File: src/rtl/wb_queue.sv
// wb_queue: writeback queue feeding the register file write port.
// Two producers (A = ALU, B = load unit, A has priority) enqueue {rd, data}
// into an in-order circular buffer that drains one entry per cycle unless
// hold is asserted. Queued writes are forwarded to the rs1/rs2 read ports,
// youngest match first, so the datapath never sees a stale register value.
module wb_queue #(
  parameter int DEPTH = 4,
  parameter int WIDTH = 32
) (
  input  logic                     clk,
  input  logic                     r,
  input  logic                     a_valid,
  output logic                     a_ready,
  input  logic [4:0]               a_rd,
  input  logic [WIDTH-1:0]         a_data,
  input  logic                     b_valid,
  output logic                     b_ready,
  input  logic [4:0]               b_rd,
  input  logic [WIDTH-1:0]         b_data,
  input  logic                     hold,
  output logic                     wr_en,
  output logic [4:0]               wr_rd,
  output logic [WIDTH-1:0]         wr_data,
  input  logic [4:0]               rs1,
  input  logic [4:0]               rs2,
  output logic                     fwd_a_hit,
  output logic                     fwd_b_hit,
  output logic [WIDTH-1:0]         fwd_a_data,
  output logic [WIDTH-1:0]         fwd_b_data,
  output logic [$clog2(DEPTH):0]   count,
  output logic                     full,
  output logic                     empty
);

  localparam int AW = $clog2(DEPTH);
  localparam int CW = AW + 1;

  logic [4:0]       mem_rd   [DEPTH];
  logic [WIDTH-1:0] mem_data [DEPTH];
  logic [AW-1:0]    head;
  logic [AW-1:0]    tail;

  logic             take_a;
  logic             take_b;
  logic [4:0]       enq_rd;
  logic [WIDTH-1:0] enq_data;
  logic             push;
  logic             pop;

  // Status and handshake; ready depends only on the registered count, so a
  // same-cycle pop never opens a slot for a full queue.
  assign full    = (count == CW'(DEPTH));
  assign empty   = (count == '0);
  assign a_ready = !full;
  assign b_ready = !full && !a_valid;

  assign take_a   = a_valid && a_ready;
  assign take_b   = b_valid && b_ready;
  assign enq_rd   = take_a ? a_rd : b_rd;
  assign enq_data = take_a ? a_data : b_data;
  // Writes to x0 complete the handshake but are dropped here.
  assign push     = (take_a || take_b) && (enq_rd != 5'd0);

  // Drain port is driven straight from the head entry.
  assign wr_en   = !empty && !hold;
  assign pop     = wr_en;
  assign wr_rd   = empty ? '0 : mem_rd[head];
  assign wr_data = empty ? '0 : mem_data[head];

  // Pointer and occupancy registers.
  // NOTE: sequential state uses non-blocking assignments so every register
  // samples pre-edge values regardless of statement order.
  always_ff @(posedge clk or posedge r) begin
    if (r) begin
      head  <= '0;
      tail  <= '0;
      count <= '0;
    end else begin
      if (push) tail <= tail + 1'b1;
      if (pop)  head <= head + 1'b1;
      case ({push, pop})
        2'b10:   count <= count + 1'b1;
        2'b01:   count <= count - 1'b1;
        default: count <= count;
      endcase
    end
  end

  // Entry storage.
  // NOTE: the entry array has no reset; an entry is only ever observed when
  // it lies within count of head, so its power-up contents never matter.
  always_ff @(posedge clk) begin
    if (push) begin
      mem_rd[tail]   <= enq_rd;
      mem_data[tail] <= enq_data;
    end
  end

  // Forwarding: walk valid entries oldest to youngest so the youngest match
  // is the one left standing; the head entry being written still counts.
  always_comb begin
    // NOTE: every output gets a default before the loop so no path through
    // this block leaves a value held, which would otherwise infer a latch.
    logic [AW-1:0] idx;
    fwd_a_hit  = 1'b0;
    fwd_b_hit  = 1'b0;
    fwd_a_data = '0;
    fwd_b_data = '0;
    idx        = head;
    for (int i = 0; i < DEPTH; i++) begin
      idx = head + AW'(i);
      if (CW'(i) < count) begin
        if ((rs1 != 5'd0) && (mem_rd[idx] == rs1)) begin
          fwd_a_hit  = 1'b1;
          fwd_a_data = mem_data[idx];
        end
        if ((rs2 != 5'd0) && (mem_rd[idx] == rs2)) begin
          fwd_b_hit  = 1'b1;
          fwd_b_data = mem_data[idx];
        end
      end
    end
  end

endmodule
File: config.mk
export PLATFORM = sky130hd
export DESIGN_NAME = wb_queue
export DESIGN_NICKNAME = d
export VERILOG_FILES = /design/src/rtl/wb_queue.sv
export SDC_FILE = /design/constraint.sdc
export NUM_CORES = 1
export LEC_CHECK = 0
export CAP_MARGIN = 20
export CORE_ASPECT_RATIO = 1.25
export CORE_MARGIN = 2
export CORE_UTILIZATION = 40
export DETAILED_ROUTE_END_ITERATION = 6
export PLACE_DENSITY = 0.65
export SYNTH_ARGS = -nofsm -noshare
export SYNTH_HDL_FRONTEND = slang
export SYNTH_SLANG_ARGS = --single-unit
File: constraint.sdc
create_clock -name clk -period 4.7 [get_ports clk]
set_input_delay 0.47 -clock clk [delete_from_list [all_inputs] [get_ports clk]]
set_output_delay 0.47 -clock clk [all_outputs]
set_load 0.005 [all_outputs]
==> results.toml, run 1 <==
[synth]
yosysSeqAreaShare = 0.380
synth_top_cell_by_area = "edfxtp_1"
syn-cell-area_mm2 = 0.0122
async_flop_share = 0.0452
synth_edf_count = 148
avgSynthCellArea_um2 = 12.5
postSynthCellCount = 972
ys.flop_type = "edfxtp_1"
synth_top_area_frac = 0.365
synthTopCellsByArea = "edfxtp_1 37%, mux4_2 27%, mux2_2 3.7%"
synth_nets = 1070
synth_warnings = 0
synth_cell_types = 43
ys_ff_latch = 155

[detailed_routing]
wire_per_inst_um = 24.3
wl_met3_um = 2860
drt-pass1-iter-count = 5
met2_wirelength_um = 19100
num_vias = 9798
drc = 0
wirelength_um = 37200
wl_met1_um = 13500
drtIter0Drc = 977
routed_via_density = 6.39
drt.antenna.violating_nets = 0
top_layer = "met4"

[global_routing]
antenna_found_initial = 0
track_usage = 0.234
grt_pass1_vias = 9774
grt-ovfl-total = 0
grt_max_degree = 64
grt_pass1_wl_um = 56700

[clock_network]
cts_buffer_depth = 2
cts_tree = "built"
numCtsBuffers = 17
cts_root_buffer = "clkbuf_16"
h-tree-depth = 4
path_clk_slew_ns = 0.07
cts_sinks = 155
clock_latency_ns = 0.43
postCtsHoldBufs = 0

[layout]
fillers = 2676
seqCellArea_mm2 = 0.00463
instances_no_fill = 1533
layout-drive-gt1-share = 0.268
area_growth_pct = 25.0
utilization = 0.506
multi_input_area_mm2 = 0.00708
fin_nets = 1217
diodes = 0

[outcome]
status = "complete, no violations"

[setup_path]
cp_top_family = "simple AND/OR/NAND/NOR gates"
crit_path_cell_trace = "mux4_2 > xnor2_1 > nand4_1 > or4_2 > and2_2 > buf_16 > a211oi_2 > clkdlybuf4s50_1"
critPathRequiredTime_ns = 4.23
cp_slowest_cell = "or4_2"
path_buf_inv = 2
cp-start-kind = "register"
cp_max_fo = 17
worstPathArrival_ns = 3.98
critical_path_class = "reg2out"
end_kind = "primary output"
slowest_delay_ns = 0.66

[timing]
clock_skew_ns = 0.00847
period_share = 0.948
drv_slew = 0
finalHoldViolations = 0
setup-tns-final_ns = 0
period_needed_ns = 4.45
rsz0062_at_grt = "false"
worst_pin_slew_ns = 0.927
fmaxAchievable_mhz = 224
setup_violations = 0
timing.slew.headroom = 0.382

[power]
power_mw = 10.9
ir_worst_vdd_uv = 370
power_density_mw_per_mm2 = 717
cellLeakagePower_nw = 4.79

[die]
row_count = 71
die_w_um = 160
dieHeight_um = 199
start_util = 0.405
die_area_mm2 = 0.0318
io-pin-count = 200
core_mm2 = 0.0300

[placed_design]
place.gp.congestion = 0.885
hpwl_um = 24900
dp_cells = 1499
io_buffers = 199

[flow_run]
max_cap_violations = 0

[hold_path]
hold_class = "in2async"
-- state kept, by name (all words and copies together) (netlist names) --
name / flops
head: 2
mem_rd: 20
count: 3
mem_data: 128
tail: 2
-- through the flow --
step	cell area, µm²	hold slack, ns	setup slack (ns)
global route	15200	0.325	0.0620
finish	15200	0.298	0.246
floorplan	12200	0.273	1.41
detailed placement	14600	0.568	0.554
CTS	15200	0.308	0.0756
global placement	14600	0.561	0.531
-- final timing paths --
kind | startpoint | endpoint | slack (ns) | cells past startpoint
min in group clk | tail[1]$_DFFE_PP0P_ | tail[1]$_DFFE_PP0P_ | 0.58 | 1
hold / removal | r | count[0]$_DFFE_PP0P_ | 0.30 | 2
hold reg to reg | tail[1]$_DFFE_PP0P_ | tail[1]$_DFFE_PP0P_ | 0.58 | 1
setup / recovery | head[0]$_DFFE_PP0P_ | fwd_a_data[10] | 0.25 | 8
max in group asynchronous | r | head[1]$_DFFE_PP0P_ | 4.11 | 2
setup reg to reg | count[0]$_DFFE_PP0P_ | mem_data[3][18]$_DFFE_PP_ | 1.41 | 9
-- report_power, final --
group	internal (mW)	total (mW)	switching, mW
logic	3.65	7.08	3.43
clock network	0.749	1.35	0.604
registers	2.07	2.45	0.381
-- layer usage --
layer | vias to the layer above | global-route usage
met1 | 4912 | 0.279
met5 | - | 0
met4 | 0 | 0.118
li1 | 4189 | -
met3 | 138 | 0.0354
met2 | 559 | 0.415
-- worst register-to-register path: stages (launching register included) --
cell and delay [ns]:
dfrtp_1 0.50, inv_1 0.13, ha_1 0.24, nand2_1 0.17, and2_2 0.35, mux2_2 0.29, nor3_1 0.07, a21oi_1 0.54
and2_2 0.27, buf_4 0.37
-- logic make-up (layout without fill, tap and decap cells) --
logic type / Yosys count / after routing / synth area share
AND/OR/NAND/NOR: 308 / 308 / 0.126
multiplexers: 191 / 191 / 0.309
flip-flops: 155 / 155 / 0.380
AO/OA/AOI/OAI: 141 / 141 / 0.0979
buffers and inverters: 122 / 282 / 0.0439
XOR/XNOR: 46 / 46 / 0.0331
adder cells (fa/ha/maj): 9 / 9 / 0.00926
-- final cells by class --
class	count	share of cell area
Sequential cell	155	0.304
Clock buffer	17	0.0280
Inverter	13	0.00321
Multi-Input combinational cell	695	0.466
Clock inverter	15	0.0101
Timing Repair Buffer	237	0.155
Tap cell	401	0.0330
-- cell usage after synthesis (all sizes together), types with 3 or more instances --
master    n
o31ai    32
or2       3
nor2b    38
xnor2    42
mux2i     7
dfrtp     7
nor2    102
nor3     39
clkbuf   64
ha        9
a31oi    32
a311oi   31
a211oi   33
mux2     40
a21oi     3
xor2      4
buf      45
and2      7
or3       3
o21ai     4
nand3    33
nand4     6
mux4    144
nor3b    32
inv      13
edfxtp  148
nand2    40
-- cell usage in the layout, fill, tap and decap left out, types with 3 or more instances in the layout --
master,netlist,layout
clkinv_4,0,3
nand4_1,6,6
nor2_1,102,100
or3_1,3,3
a211oi_2,29,29
dfrtp_1,7,5
inv_6,0,6
clkbuf_16,0,17
mux2i_1,7,7
a31oi_1,32,32
a21oi_1,3,3
buf_4,5,30
a211oi_1,4,4
ha_1,9,9
clkdlybuf4s50_1,0,199
edfxtp_1,148,148
xor2_1,4,4
nand2_1,40,40
xnor2_1,42,41
and2_2,0,6
nor3b_1,32,32
inv_8,0,3
inv_1,13,13
nand3_1,33,33
o21ai_0,4,4
mux2_2,40,40
nor3_1,38,37
mux4_2,144,144
nor2b_1,38,37
a311oi_1,31,31
or2_2,3,3
o31ai_1,32,32
buf_12,0,4
-- timing repair --
action | CTS | global route
setup endpoints to repair | 0 | 9
resized for setup | 0 | 2
setup buffers | 0 | 1
Power figures use the tool's default switching activity.
==> run 2: changes to the inputs <==
--- a/config.mk
+++ b/config.mk
@@ -11,6 +11,7 @@
 export CORE_UTILIZATION = 40
 export DETAILED_ROUTE_END_ITERATION = 6
 export PLACE_DENSITY = 0.65
+export SLEW_MARGIN = 20
 export SYNTH_ARGS = -nofsm -noshare
 export SYNTH_HDL_FRONTEND = slang
 export SYNTH_SLANG_ARGS = --single-unit
==> run 2 against run 1 <==
  * Clock skew is essentially flat
  * Sequential power barely moved
  * Power down 0.35%
  * Via count shrank 0.14%
  * Combinational power decreased by 0.6%
  * Cell area down 0.26%
  * Register-to-register slack is essentially flat
  * Sequential cell count unchanged
  * Wire length fell by 0.19%
  * Core utilization down 0.13 points
  * Worst setup slack improved by 0.0056 ns
  * First-iteration DRC count decreased by 6.1%
==> results.toml, run 2 (same netlist as run 1, synthesis figures left out) <==
[outcome]
status = "complete, no violations"

[placed_design]
place.gp.congestion = 0.885
hpwl_um = 24900
io_buffers = 199

[setup_path]
crit_path_cell_trace = "buf_4 > mux4_2 > xnor2_1 > o21ai_0 > nor3_4 > buf_6 > a311oi_1 > o31ai_1 > clkdlybuf4s50_1"
end_kind = "primary output"
cp_slowest_cell = "dfrtp_4"
critical_path_class = "reg2out"
critPathRequiredTime_ns = 4.23
rr_worst_depth = 9
cp-start-kind = "register"
cp_max_fo = 33
slowest_delay_ns = 0.63
worstPathArrival_ns = 3.98
ff2ff_setup_slack_ns = 1.40

[clock_network]
clock_latency_ns = 0.43
postCtsHoldBufs = 0
cts_tree = "built"
numCtsBuffers = 17
cts_sinks = 155
cts_buffer_depth = 2
h-tree-depth = 4
cts_root_buffer = "clkbuf_16"
path_clk_slew_ns = 0.07

[die]
core_mm2 = 0.0300
die_w_um = 160
row_count = 71
dieHeight_um = 199
die_area_mm2 = 0.0318
io-pin-count = 200
start_util = 0.405

[power]
cellLeakagePower_nw = 4.77
power_density_mw_per_mm2 = 716
ir_worst_vdd_uv = 369

[timing]
holdWs_ns = 0.299
setup-tns-final_ns = 0
timing.slew.headroom = 0.382
setup_violations = 0
clock_skew_ns = 0.00829
worst_pin_slew_ns = 0.927
fmaxAchievable_mhz = 225
finalHoldViolations = 0
period_needed_ns = 4.45
rsz0062_at_grt = "false"
period_share = 0.947
drv_slew = 0

[detailed_routing]
drt.antenna.violating_nets = 0
drc = 0
routed_via_density = 6.39
drt-pass1-iter-count = 5
num_vias = 9784
wire_per_inst_um = 24.3
drtIter0Drc = 917
wirelength_um = 37100

[global_routing]
grt-ovfl-total = 0
grt_pass1_wl_um = 56700
antenna_found_initial = 0
grt_pass1_vias = 9774
track_usage = 0.234
grt_max_degree = 64

[layout]
reg_top3 = "mem_data (128), mem_rd (20), count (3)"
seqCellArea_mm2 = 0.00463
fin_nets = 1215
fillers = 2678
most-common-layout-cells = "199 x clkdlybuf4s50_1, 148 x edfxtp_1, 144 x mux4_2"
layout-drive-gt1-share = 0.266
final_common_cell = "clkdlybuf4s50_1"
area_growth_pct = 24.7
largest-register = "mem_data"
diodes = 0
largest_reg_flops = 128
multi_input_area_mm2 = 0.00708

[hold_path]
hold_class = "in2async"

[flow_run]
max_cap_violations = 0
run 2: cell count changes in the layout (fill, tap and decap cells not counted), sizes merged:
cell and delta:
clkbuf -1, buf -1
run 2: routing by layer:
layer,global-route usage,vias up,share of wire
li1,-,4183,-
met1,0.279,4904,0.37
met2,0.415,575,0.51
met3,0.0354,122,0.075
met4,0.118,0,0.042
met5,0,-,0
run 2: worst max-delay path: cells and delay by family (launching register included):
kind	cells	cell delay, ns
AO/OA/AOI/OAI	3	0.77
buffers and inverters	3	1.25
flip-flops	1	0.63
XOR/XNOR	1	0.14
AND/OR/NAND/NOR	1	0.15
multiplexers	1	0.58
run 2: final timing paths:
| path | start | end |
|---|---|---|
| max in group asynchronous | r | head[1]$_DFFE_PP0P_ |
| min in group clk | tail[1]$_DFFE_PP0P_ | tail[1]$_DFFE_PP0P_ |
| worst min register to register | tail[1]$_DFFE_PP0P_ | tail[1]$_DFFE_PP0P_ |
| worst min-delay path | r | count[0]$_DFFE_PP0P_ |
| worst max register to register | count[0]$_DFFE_PP0P_ | mem_data[2][27]$_DFFE_PP_ |
| worst max-delay path | head[0]$_DFFE_PP0P_ | fwd_b_data[28] |
run 2: power breakdown:
group / total [mW] / switching [mW] / internal [mW]
logic: 7.04 / 3.41 / 3.63
clock network: 1.35 / 0.599 / 0.749
registers: 2.47 / 0.393 / 2.07
total: 10.9 / 4.40 / 6.45
run 2: timing repair:
item / in CTS / in global routing
buffers inserted: 0 / 0
resized for setup: 0 / 2
endpoints found under the setup margin: 0 / 5
run 2: stage by stage:
step / setup slack (ns) / util / total power, mW / instance area (µm²) / std cells
global route: 0.0637 / 0.505 / 11.5 / 15200 / 1531
CTS: 0.0756 / 0.505 / 10.9 / 15200 / 1531
detailed placement: 0.554 / 0.485 / 9.50 / 14600 / 1499
floorplan: 1.41 / - / 6.85 / 12200 / 972
finish: 0.251 / 0.505 / 10.9 / 15200 / 1531
global placement: 0.531 / 0.485 / 9.42 / 14600 / 1499
run 2: final cells by class:
cell class	instances	share of cell area
multi-input combinational	695	0.467
clock buffer	17	0.0281
inverter	13	0.00322
tap	401	0.0331
clock inverter	15	0.0102
sequential	155	0.305
timing repair buffer	235	0.153
